$ cat src/rtl/prog_loader_pkg.sv
`default_nettype none
// ============================================================================
// Module      : prog_loader_pkg
// Description : Shared loader/CPU constants: instruction-memory geometry and
//               the loader state encoding.
// Revision    : 1.0 - initial release
// ============================================================================
package prog_loader_pkg;

  localparam int ADDR_W    = 10;    // instruction-memory word-address width
  localparam int MAX_WORDS = 1024;  // largest accepted program length (words)

  typedef enum logic [2:0] {
    LEN_HI  = 3'd0,
    LEN_LO  = 3'd1,
    DATA_HI = 3'd2,
    DATA_LO = 3'd3,
    CHK     = 3'd4,
    DONE    = 3'd5,
    ERROR   = 3'd6
  } state_t;

  // States in which the loader is willing to take a byte
  function automatic logic accepts_bytes(input state_t s);
    return (s == LEN_HI) || (s == LEN_LO) || (s == DATA_HI) ||
           (s == DATA_LO) || (s == CHK);
  endfunction

endpackage
`default_nettype wire

$ cat src/rtl/prog_loader_byte_pair_asm.sv
`default_nettype none
// ============================================================================
// Module      : byte_pair_asm
// Description : Latches the high byte of a big-endian pair and emits the
//               16-bit word with a one-cycle valid pulse when the low byte
//               arrives. Word output holds its value between pulses.
// Revision    : 1.0 - initial release
// ============================================================================
module byte_pair_asm (
  input  logic        clock,
  input  logic        reset_n,
  input  logic        hi_en,
  input  logic        lo_en,
  input  logic [7:0]  byte_in,
  output logic [15:0] word_out,
  output logic        word_valid
);

  logic [7:0]  hi_q,    hi_d;
  logic [15:0] word_q,  word_d;
  logic        valid_q, valid_d;

  // Capture the high byte; on the low byte form the word and pulse valid
  always_comb begin
    hi_d    = hi_q;
    word_d  = word_q;
    valid_d = 1'b0;
    if (hi_en) begin
      hi_d = byte_in;
    end
    if (lo_en) begin
      word_d  = {hi_q, byte_in};
      valid_d = 1'b1;
    end
  end

  // Register state; reset also kills any pending valid pulse
  always_ff @(posedge clock) begin
    if (!reset_n) begin
      hi_q    <= 8'h00;
      word_q  <= 16'h0000;
      valid_q <= 1'b0;
    end else begin
      hi_q    <= hi_d;
      word_q  <= word_d;
      valid_q <= valid_d;
    end
  end

  assign word_out   = word_q;
  assign word_valid = valid_q;

endmodule
`default_nettype wire

$ cat src/rtl/prog_loader.sv
`default_nettype none
// ============================================================================
// Module      : prog_loader
// Description : Length-prefixed byte-stream loader for the 16-bit instruction
//               memory. Writes big-endian words to consecutive addresses and
//               raises cpu_run when the load completes.
//               Optional trailing XOR checksum byte: PROG_LOADER_CHECKSUM_EN.
// Revision    : 1.0 - initial release
// ============================================================================
module prog_loader
  import prog_loader_pkg::*;
(
  input  logic              clock,
  input  logic              reset_n,
  input  logic              in_valid,
  input  logic [7:0]        in_data,
  output logic              in_ready,
  output logic              imem_we,
  output logic [ADDR_W-1:0] imem_addr,
  output logic [15:0]       imem_wdata,
  output logic              cpu_run,
  output logic              load_err,
  output logic [ADDR_W:0]   words_loaded
);

  localparam logic [ADDR_W:0] CNT_ONE = {{ADDR_W{1'b0}}, 1'b1};
  localparam logic [15:0]     MAX_LEN = 16'(MAX_WORDS);

  state_t            state_q, state_d;
  logic [7:0]        len_hi_q, len_hi_d;
  logic [ADDR_W:0]   len_q, len_d;
  logic [ADDR_W:0]   count_q, count_d;
  logic [ADDR_W-1:0] addr_q, addr_d;
  logic              in_ready_q, in_ready_d;
  logic              cpu_run_q, cpu_run_d;
  logic              load_err_q, load_err_d;
`ifdef PROG_LOADER_CHECKSUM_EN
  logic [7:0]        csum_q, csum_d;
`endif

  logic              fire;
  logic              hi_en;
  logic              lo_en;
  logic [15:0]       len_word;
  logic [ADDR_W:0]   count_inc;

  assign fire      = in_valid && in_ready_q;
  assign len_word  = {len_hi_q, in_data};
  assign count_inc = count_q + CNT_ONE;

  // Next-state logic: walk length bytes, then data pairs, then (optional) checksum
  always_comb begin
    state_d    = state_q;
    len_hi_d   = len_hi_q;
    len_d      = len_q;
    count_d    = count_q;
    addr_d     = addr_q;
    cpu_run_d  = cpu_run_q;
    load_err_d = load_err_q;
    hi_en      = 1'b0;
    lo_en      = 1'b0;
`ifdef PROG_LOADER_CHECKSUM_EN
    csum_d     = csum_q;
`endif

    case (state_q)
      LEN_HI: begin
        if (fire) begin
          len_hi_d = in_data;
          state_d  = LEN_LO;
        end
      end

      LEN_LO: begin
        if (fire) begin
          if (len_word > MAX_LEN) begin
            state_d    = ERROR;
            load_err_d = 1'b1;
          end else if (len_word == 16'd0) begin
`ifdef PROG_LOADER_CHECKSUM_EN
            state_d   = CHK;
`else
            state_d   = DONE;
            cpu_run_d = 1'b1;
`endif
          end else begin
            // Fits in ADDR_W+1 bits because it is at most MAX_WORDS
            len_d   = len_word[ADDR_W:0];
            state_d = DATA_HI;
          end
        end
      end

      DATA_HI: begin
        if (fire) begin
          hi_en   = 1'b1;
          state_d = DATA_LO;
`ifdef PROG_LOADER_CHECKSUM_EN
          csum_d  = csum_q ^ in_data;
`endif
        end
      end

      DATA_LO: begin
        if (fire) begin
          // Strobe, address and count all become visible on the next cycle
          lo_en   = 1'b1;
          addr_d  = count_q[ADDR_W-1:0];
          count_d = count_inc;
`ifdef PROG_LOADER_CHECKSUM_EN
          csum_d  = csum_q ^ in_data;
`endif
          if (count_inc == len_q) begin
`ifdef PROG_LOADER_CHECKSUM_EN
            state_d   = CHK;
`else
            state_d   = DONE;
            cpu_run_d = 1'b1;
`endif
          end else begin
            state_d = DATA_HI;
          end
        end
      end

`ifdef PROG_LOADER_CHECKSUM_EN
      CHK: begin
        if (fire) begin
          if (in_data == csum_q) begin
            state_d   = DONE;
            cpu_run_d = 1'b1;
          end else begin
            state_d    = ERROR;
            load_err_d = 1'b1;
          end
        end
      end
`endif

      DONE:    state_d = DONE;
      ERROR:   state_d = ERROR;
      default: state_d = ERROR;
    endcase

    in_ready_d = accepts_bytes(state_d);
  end

  // State and registered outputs; reset abandons any load in progress
  always_ff @(posedge clock) begin
    if (!reset_n) begin
      state_q    <= LEN_HI;
      len_hi_q   <= 8'h00;
      len_q      <= '0;
      count_q    <= '0;
      addr_q     <= '0;
      in_ready_q <= 1'b0;
      cpu_run_q  <= 1'b0;
      load_err_q <= 1'b0;
`ifdef PROG_LOADER_CHECKSUM_EN
      csum_q     <= 8'h00;
`endif
    end else begin
      state_q    <= state_d;
      len_hi_q   <= len_hi_d;
      len_q      <= len_d;
      count_q    <= count_d;
      addr_q     <= addr_d;
      in_ready_q <= in_ready_d;
      cpu_run_q  <= cpu_run_d;
      load_err_q <= load_err_d;
`ifdef PROG_LOADER_CHECKSUM_EN
      csum_q     <= csum_d;
`endif
    end
  end

  byte_pair_asm u_asm (
    .clock      (clock),
    .reset_n    (reset_n),
    .hi_en      (hi_en),
    .lo_en      (lo_en),
    .byte_in    (in_data),
    .word_out   (imem_wdata),
    .word_valid (imem_we)
  );

  assign in_ready     = in_ready_q;
  assign imem_addr    = addr_q;
  assign cpu_run      = cpu_run_q;
  assign load_err     = load_err_q;
  assign words_loaded = count_q;

endmodule
`default_nettype wire

$ cat config.mk
export PLATFORM = sky130hd
export DESIGN_NAME = prog_loader
export DESIGN_NICKNAME = d
export VERILOG_FILES = /design/src/rtl/prog_loader_pkg.sv /design/src/rtl/prog_loader_byte_pair_asm.sv /design/src/rtl/prog_loader.sv
export SDC_FILE = /design/constraint.sdc
export NUM_CORES = 1
export LEC_CHECK = 0
export ABC_AREA = 1
export CAP_MARGIN = 20
export CORE_MARGIN = 5
export CORE_UTILIZATION = 38
export CTS_CLUSTER_SIZE = 25
export DETAILED_ROUTE_END_ITERATION = 8
export PLACE_DENSITY = 0.58
export SYNTH_ARGS = -nofsm -noshare
export SYNTH_HDL_FRONTEND = slang
export SYNTH_SLANG_ARGS = --single-unit
$ cat constraint.sdc
create_clock -name clock -period 2 [get_ports clock]
set_clock_uncertainty 0.15 [all_clocks]
set_input_delay 0.4 -clock clock [delete_from_list [all_inputs] [get_ports clock]]
set_output_delay 0.4 -clock clock [all_outputs]
set_load 0.005 [all_outputs]
==> impl_metrics.ini <==
[sta]
slew_violations = 0
rsz0062_at_grt = yes
max_slew_margin = 0.766
period_needed_ps = 1900
tightest_slew_ps = 349
finalHoldViolations = 0
finalCritPeriodShare = 0.952
finalSetupViolCount = 0
max_freq_mhz = 525
tns_ps = 0

[synth]
syn_avg_cell_area_um2 = 7.01
synth_edf_count = 0
synth_area_um2 = 3020
synth_top_area_frac = 0.470
synthArstFlopShare = 0
synth-adder-area-share = 0.00414
synthXorXnorAreaFrac = 0
yosysTopAreaCell = dfxtp_1
yosysMostFrequentCell = nor2_1
yosys-top-cells-area = dfxtp_1 (47%), o21ai_0 (11%), nor2_1 (9.9%)
yosysUniqueCellTypes = 27
postSynthCellCount = 431
ys.flop_type = dfxtp_1
synth_compound_area_frac = 0.200
synthTopCellsByCount = nor2_1 (80), dfxtp_1 (71), o21ai_0 (64)
synth_seq_area_share = 0.470
muxShareOfSynthArea = 0
synth_top_family_by_area = simple AND/OR/NAND/NOR gates
yosys_warnings = 0
synth_nets = 443
synthSimpleGateAreaFrac = 0.241
ys_ff_latch = 71

[clock_network]
clock_sinks = 71
root_buffer = clkbuf_8
htree_levels = 3
insertion_delay_ps = 340
numCtsBuffers = 9
path_clk_slew_ps = 70
cts_hold_buf = 0
cts_tree = done
clockBufferDepth = 2

[hold_path]
min_path_cells = 2
hold_class = register to register

[place]
placed_cells = 600
place_congestion = 0.856
port_buffers = 51
hpwl_um = 5790

[layout]
fill_cells = 752
post-route-util = 0.538
num_antenna_cells = 0
seq_area_um2 = 1440
multi_input_area_um2 = 1410
instances_no_fill = 616
layout-drive-gt1-share = 0.152
synthToLayoutAreaGrowth_pct = 37.6
nets = 522

[global_route]
grt_usage = 0.165
grt_pass1_wl_um = 13200
grt_pass1_vias = 2829
grt.overflow.total = 0
antenna_found_initial = 0
grt_max_degree = 28

[run_status]
outcome = complete, no violations

[floorplanning]
initial_utilization = 0.391
dieWidth_um = 99.2
core_area_um2 = 7730
chipHeight_um = 99.2
pin_count = 52
die-area_um2 = 9830
fp-row-count = 32

[routing]
drc = 0
drt-total-wl_um = 7870
wl_per_cell_um = 12.8
ant_nets = 0
detail_route.vias_per_cell = 4.83
dr.pass1.iters = 5
vias = 2974
drt_iter0_drc = 131

[setup_path]
worst_ep_arrival_time_ps = 1350
crit_fanout = 5
worstPathRequired_ps = 1450
worst-setup-path-type = register to output port
crit_path_start_kind = register
r2r_cells = 12
cp-end-kind = output port

[run]
drv_cap = 0

[pwr]
p_per_area_nw_per_um2 = 697
total_leakage_power_uw = 0.00176
ir_worst_vdd_v = 0.000401
[logic make-up after synthesis]
| group | count (synthesis) |
|---|---|
| AOI/OAI and AO/OA | 117 |
| DFF | 71 |
| adders and majority gates | 1 |
| buffers and inverters | 67 |
| and+or+nand+nor | 175 |
[area by class of cell]
cell class	count	area share
clock buffers	11	0.0340
inverters	50	0.0451
clock inverters	4	0.0169
repair buffers	85	0.189
well taps	102	0.0307
multi-input cells	293	0.339
flip-flops and latches	71	0.345
[power breakdown]
| group | internal, uW | switching [uW] |
|---|---|---|
| logic | 93.6 | 116 |
| registers | 1440 | 15.7 |
| clock network | 726 | 510 |
[timing repair]
item                       in CTS  in global routing
pin swaps                       0                  9
resized for setup               5                 24
setup endpoints to repair       4                 16
buffers inserted                0                  1
[path summary, 6_finish.rpt]
path | startpoint | endpoint | slack [ps]
worst max-delay path | words_loaded[3]$_SDFFE_PN0P_ | words_loaded[3] | 100
worst min-delay path | cpu_run$_SDFFE_PN0P_ | cpu_run$_SDFFE_PN0P_ | 300
worst max register to register | words_loaded[0]$_SDFFE_PN0P_ | state_q[1]$_SDFF_PN0_ | 140
worst min register to register | cpu_run$_SDFFE_PN0P_ | cpu_run$_SDFFE_PN0P_ | 300
[metrics by stage]
stage	power, uW	instance area [um^2]	hold slack (ps)	setup WS (ps)
4_1_cts	2930	4080	303	17.4
6_report	2900	4160	300	96.6
3_3_place_gp	1690	3850	292	-178
3_5_place_dp	1690	3850	292	-201
5_1_grt	3020	4160	333	-39.2
2_1_floorplan	1590	3020	280	175
[critical path: stages, from the launching register on]
cell             delay [ps]
dfxtp_2                 400
buf_4                   130
clkdlybuf4s50_1         480
[routing by layer]
metal  share of wire  routed length [um]  global-route usage  up-vias
met5               0                   0                   0        -
met3           0.042                 333              0.0428       14
li1                -                   -                   -     1559
met4           0.020                 157              0.0609        0
met1            0.48                3790               0.210     1341
met2            0.46                3590               0.271       60
[cell usage in the layout (no fill, tap or decap), drive strengths merged, types with 2 or more instances in the layout]
| master | synthesis | routed |
|---|---|---|
| a31oi | 2 | 2 |
| o21a | 2 | 2 |
| nor2 | 83 | 83 |
| bufinv | 0 | 2 |
| inv | 49 | 49 |
| nand3 | 27 | 27 |
| dfxtp | 71 | 71 |
| a21oi | 44 | 44 |
| clkdlybuf4s50 | 0 | 50 |
| nand2 | 60 | 60 |
| clkbuf | 13 | 11 |
| nand4 | 2 | 2 |
| clkinv | 1 | 3 |
| buf | 4 | 34 |
| o21ai | 66 | 66 |
[flip-flops by register name (all words and copies together), names as in the netlist]
name,flops
cpu_run,1
imem_addr,10
in_ready,1
len_hi_q,8
len_q,11
load_err,1
state_q,3
u_asm.hi_q,8
u_asm.word_out,16
u_asm.word_valid,1
words_loaded,11
Note: power is estimated with default switching activity, not from simulation.
